### config.mk
export PLATFORM = sky130hd
export DESIGN_NAME = frame_deframer
export DESIGN_NICKNAME = d
export VERILOG_FILES = /design/src/rtl/frame_deframer.sv
export SDC_FILE = /design/constraint.sdc
export NUM_CORES = 1
export LEC_CHECK = 0
export CAP_MARGIN = 20
export CORE_AREA = 3 3 103 105
export CTS_CLUSTER_SIZE = 16
export DETAILED_ROUTE_END_ITERATION = 8
export DIE_AREA = 0 0 106 108
export MAX_ROUTING_LAYER = met4
export PLACE_DENSITY = 0.61
export SYNTH_ARGS = -nofsm -noshare
export SYNTH_HDL_FRONTEND = slang
export SYNTH_SLANG_ARGS = --single-unit
export TNS_END_PERCENT = 30
### constraint.sdc
create_clock -name i_clk -period 5.1 [get_ports i_clk]
set_clock_uncertainty 0.1 [all_clocks]
set_input_delay 0.765 -clock i_clk [delete_from_list [all_inputs] [get_ports i_clk]]
set_output_delay 0.765 -clock i_clk [all_outputs]
set_load 0.1 [all_outputs]
### src/rtl/frame_deframer.sv
// Receive-side deframer: hunts for the FAS, confirms alignment over a second frame,
// then flywheels row/column tracking, strips overhead and recovers the ARQ-enable flag.
module frame_deframer #(
  parameter int ROW_LEN    = 1041,
  parameter int NUM_ROWS   = 4,
  parameter int PYLD_START = 16,
  parameter int PYLD_END   = 1039,
  parameter int LOF_THRESH = 4
) (
  input  logic        i_clk,
  input  logic        i_rst,
  input  logic [7:0]  i_line_data,
  input  logic        i_line_data_valid,
  output logic [7:0]  o_pyld_data,
  output logic        o_pyld_data_valid,
  output logic [1:0]  o_row_cnt,
  output logic [10:0] o_col_cnt,
  output logic        o_arq_en,
  output logic        o_in_frame,
  output logic        o_frame_start,
  output logic        o_fas_err
);

  localparam int              BAD_W     = $clog2(LOF_THRESH + 1);
  localparam logic [10:0]     COL_LAST  = 11'(ROW_LEN - 1);
  localparam logic [10:0]     COL_PS    = 11'(PYLD_START);
  localparam logic [10:0]     COL_PE    = 11'(PYLD_END);
  localparam logic [10:0]     COL_CHECK = 11'd5;
  localparam logic [10:0]     COL_ARQ   = 11'd6;
  localparam logic [1:0]      ROW_LAST  = 2'(NUM_ROWS - 1);
  localparam logic [BAD_W-1:0] BAD_LIMIT = BAD_W'(LOF_THRESH - 1);
  localparam logic [47:0]     FAS       = 48'hF6F6F6282828;

  typedef enum logic [1:0] {HUNT, PRESYNC, SYNC} state_t;

  state_t           state, state_next;
  logic [39:0]      sr;
  logic [1:0]       row, row_next;
  logic [10:0]      col, col_next;
  logic [BAD_W-1:0] bad_cnt, bad_next;
  logic             frame_start_next, fas_err_next;
  logic             fas_match, at_check, in_pyld;

  assign fas_match = ({sr, i_line_data} == FAS);
  assign at_check  = (row == 2'd0) && (col == COL_CHECK);
  assign in_pyld   = (col >= COL_PS) && (col <= COL_PE);

  always_ff @(posedge i_clk or posedge i_rst) begin
    if (i_rst) begin
      state   <= HUNT;
      sr      <= '0;
      row     <= '0;
      col     <= '0;
      bad_cnt <= '0;
    end else begin
      state   <= state_next;
      row     <= row_next;
      col     <= col_next;
      bad_cnt <= bad_next;
      if (i_line_data_valid)
        sr <= {sr[31:0], i_line_data};
    end
  end

  // A HUNT match is the byte at (0,5), so the next valid byte is loaded as (0,6).
  always_comb begin
    state_next       = state;
    row_next         = row;
    col_next         = col;
    bad_next         = bad_cnt;
    frame_start_next = 1'b0;
    fas_err_next     = 1'b0;
    if (i_line_data_valid) begin
      if (state != HUNT) begin
        if (col == COL_LAST) begin
          col_next = '0;
          row_next = (row == ROW_LAST) ? 2'd0 : row + 2'd1;
        end else begin
          col_next = col + 11'd1;
        end
      end
      case (state)
        HUNT: begin
          if (fas_match) begin
            state_next       = PRESYNC;
            row_next         = 2'd0;
            col_next         = COL_ARQ;
            frame_start_next = 1'b1;
          end
        end
        PRESYNC: begin
          if (at_check) begin
            if (fas_match) begin
              state_next       = SYNC;
              frame_start_next = 1'b1;
            end else begin
              state_next   = HUNT;
              fas_err_next = 1'b1;
            end
          end
        end
        SYNC: begin
          if (at_check) begin
            if (fas_match) begin
              bad_next         = '0;
              frame_start_next = 1'b1;
            end else begin
              fas_err_next = 1'b1;
              if (bad_cnt == BAD_LIMIT) begin
                state_next = HUNT;
                bad_next   = '0;
              end else begin
                bad_next = bad_cnt + BAD_W'(1);
              end
            end
          end
        end
        default: state_next = HUNT;
      endcase
    end
  end

  // Payload and ARQ decisions use the pre-update state and position of the input byte.
  always_ff @(posedge i_clk or posedge i_rst) begin
    if (i_rst) begin
      o_pyld_data       <= '0;
      o_pyld_data_valid <= 1'b0;
      o_row_cnt         <= '0;
      o_col_cnt         <= '0;
      o_arq_en          <= 1'b0;
      o_in_frame        <= 1'b0;
      o_frame_start     <= 1'b0;
      o_fas_err         <= 1'b0;
    end else begin
      o_frame_start     <= frame_start_next;
      o_fas_err         <= fas_err_next;
      o_in_frame        <= (state_next == SYNC);
      o_pyld_data_valid <= 1'b0;
      if (i_line_data_valid && (state == SYNC) && in_pyld) begin
        o_pyld_data       <= i_line_data;
        o_pyld_data_valid <= 1'b1;
        o_row_cnt         <= row;
        o_col_cnt         <= col;
      end
      if (i_line_data_valid && (state == SYNC) && (row == 2'd0) && (col == COL_ARQ)) begin
        if (i_line_data == 8'hFF)
          o_arq_en <= 1'b1;
        else if (i_line_data == 8'h00)
          o_arq_en <= 1'b0;
      end
    end
  end

endmodule

==> summary.txt <==
Run status
  • Run status: completed

Place
  • Port Buffer Count: 36
  • Routability Congestion: 0.845
  • HPWL Detailed: roughly 5200 µm

Synthesis
  • Number of synthesized flops with an enable pin: 0
  • Post-Synthesis Cells: 299
  • Seq/Total Area, Yosys: 0.547
  • Mapped Nets: ~320
  • Netlist cell types: 48
  • Avg Cell Area, Syn: 12.9 µm²
  • Post-synthesis async set-or-reset flop share: 1.00
  • Post-Syn Area: 3840 µm²
  • Post-synth top flop: dfrtp_1
  • Ys Warns: 0
  • Flops & latches, synth: 84

STA
  • Period minus WS final: 3.34 ns
  • Hold Fails Final Rpt: 0
  • Setup TNS: 0 ns
  • Worst hold margin: 0.396 ns
  • Period utilization: 0.654
  • Least-Margin Pin Slew: a little under 1 ns
  • Slew HR: 0.342
  • Final Max Tran Viols: 0
  • Setup violators final: 0
  • Fmax: 0.300 GHz
  • RSZ-0062 raised after global routing: false

Final layout
  • Area delta synth->final: 18.1%
  • Final #Nets: 360
  • Layout cell share with drive strength beyond 1: 0.251
  • Ant. Diodes: 0
  • Fill count: between 900 and 1000
  • Register area: roughly 2100 µm²
  • Area of the multi-input gates: 1650 µm²

Global route
  • Largest net degree at the start of global routing: between 60 and 70
  • First-pass GRT wire length: 12600 µm
  • Initial antenna violation count: 0
  • Congestion Overflow GR: 0
  • Vias in the first global route: 2471
  • Total GRT Usage: 0.144

Drt
  • Via/cell ratio: 5.00
  • Via count: 2378
  • Final wirelength: 7510 µm
  • ANT nets after route: 0
  • Drt pass-1 iters: 4
  • Initial DRC count: 64
  • Avg WL per Cell: 15.8 µm
  • Number of remaining DRC errors: 0

CTS
  • CTS Sinks: 84
  • Clk_lat worst skew: 0.36 ns
  • TritonCTS clock tree: done
  • CTS root buffer: clkbuf_8
  • Hold_buf cts: 0
  • Max clock buf depth: 2
  • Clock transition at path regs: 0.09 ns
  • Post-CTS Resized: 0
  • Setup bufs post-CTS: 0
  • CTS buffer count: 9
  • H-tree lvl count: 3

Hold path
  • Hold Path Class: reg -> reg
  • Min-delay src: bad_cnt[2]$_DFFE_PP0P_

Setup path
  • Slowest CP cell: nor4_2
  • CP startpoint: i_line_data[3]
  • Critical path type: in -> reg
  • CP arrival: 3.47 ns
  • CP required: 5.23 ns
  • Max stage delay on crit path: around 0.73 ns
  • R2R Path Start: sr[2]$_DFFE_PP0P_
  • Crit-path cells: clkdlybuf4s50_1, nand2_1, or4_1, nor4_2, o21ai_1, o311a_1, nor2b_1
  • Crit. End Element: flip-flop
  • Worst-path fanout max: 11
  • CP Launch Type: primary input

Floorplan
  • Core Box Area: 9730 µm²
  • Die Wd: 106 µm
  • Die height: about 110 µm
  • Row count: 36
  • Initial Util: 0.395
  • Die area: 11400 µm²
  • IO Pins: 37

Power
  • Power Total: 1.57 mW
  • Maximum VDD drop: 0.000172 V
  • LEAKAGE: 1.96 nW
  • Cell area power density: roughly 340 nW/µm²

Flow run
  • Maxcap violations: 0
-- synth_stat cells, types with 2 or more instances --
cell | count | area [µm²]
nor2b_1 | 3 | 18.8
clkbuf_1 | 7 | 26.3
nor3_1 | 2 | 10.0
xnor2_1 | 3 | 26.3
nand3_1 | 8 | 40.0
inv_1 | 9 | 33.8
nand4_1 | 8 | 50.1
nor4b_1 | 3 | 26.3
nor4_1 | 3 | 18.8
o21a_1 | 3 | 22.5
o21ai_1 | 7 | 35.0
and4_1 | 3 | 26.3
dfrtp_1 | 84 | 2100
and3_1 | 3 | 18.8
ha_1 | 11 | 138
xor2_1 | 5 | 43.8
nor4bb_1 | 3 | 30.0
nand4b_1 | 2 | 17.5
mux2_4 | 19 | 285
nand2_1 | 22 | 82.6
buf_6 | 2 | 22.5
o41ai_1 | 2 | 17.5
a21oi_1 | 4 | 20.0
mux2_2 | 40 | 450
buf_2 | 2 | 10.0
nor2_1 | 17 | 63.8
nand2b_1 | 3 | 18.8
-- layout make-up --
| class | count | area share |
|---|---|---|
| clock buffer | 10 | 0.0303 |
| multi-input combinational | 194 | 0.364 |
| inverter | 9 | 0.00772 |
| timing repair buffer | 40 | 0.0877 |
| tap | 133 | 0.0367 |
| clock inverter | 6 | 0.0105 |
| sequential | 84 | 0.463 |
-- cell usage in the layout, fill, tap and decap left out, drive strengths merged, types with 5 or more instances in the layout --
master | Yosys | final
buf | 5 | 5
clkbuf | 7 | 10
clkdlybuf4s50 | 0 | 35
dfrtp | 84 | 84
ha | 11 | 11
inv | 9 | 10
mux2 | 60 | 60
nand2 | 22 | 22
nand3 | 8 | 8
nand4 | 8 | 8
nor2 | 17 | 17
o21ai | 8 | 8
xor2 | 5 | 5
-- layer usage --
layer  GRT usage  vias up  part of all wire
met2       0.234       35              0.50
li1            -     1148                 -
met4      0.0481        0             0.017
met5           -        -                 0
met3      0.0328        8             0.030
met1       0.180     1187              0.46
-- report_power, final --
group	switching [mW]	internal (mW)	leakage (nW)
sequential	0.103	0.756	1.06
combinational	0.125	0.133	0.799
clock	0.255	0.195	0.0933
total	0.483	1.08	1.96
-- critical path, delay by kind of cell --
kind                   cells  cell delay [ns]
and+or+nand+nor            4             1.44
AOI/OAI and AO/OA          2             0.71
buffers and inverters      1             0.54
-- registers in the layout, indices dropped and copies added, names as in the netlist --
signal / flops
bad_cnt: 3
col: 11
o_arq_en: 1
o_col_cnt: 11
o_fas_err: 1
o_frame_start: 1
o_in_frame: 1
o_pyld_data: 8
o_pyld_data_valid: 1
o_row_cnt: 2
row: 2
sr: 40
state: 2
-- worst paths after layout --
check / end / slack (ns) / cells after the start
max: o_in_frame$_DFF_PP0_ / 1.76 / 7
min: bad_cnt[2]$_DFFE_PP0P_ / 0.40 / 1
max reg2reg: o_in_frame$_DFF_PP0_ / 2.14 / 6
min reg2reg: bad_cnt[2]$_DFFE_PP0P_ / 0.40 / 1
max in group asynchronous: sr[14]$_DFFE_PP0P_ / 3.38 / 4
min in group asynchronous: o_row_cnt[1]$_DFFE_PP0P_ / 0.62 / 2
-- stage by stage --
step | instances | instance area [µm²] | util | setup WS (ns)
final | 476 | 4540 | 0.467 | 1.76
after global routing | 476 | 4540 | 0.467 | 1.58
after CTS | 475 | 4520 | 0.465 | 1.78
after detailed placement | 459 | 4330 | 0.445 | 1.39
after global placement | 459 | 4330 | 0.445 | 1.52
after floorplan | 299 | 3840 | - | 2.07
-- cell families after synthesis --
logic type | share of synthesized area
muxes | 0.194
adders and majority gates | 0.0358
and+or+nand+nor | 0.130
AOI/OAI and AO/OA | 0.0495
DFF | 0.547
xor gates and xnor gates | 0.0182
buffers and inverters | 0.0251
Note: power is estimated with default switching activity, not from simulation.
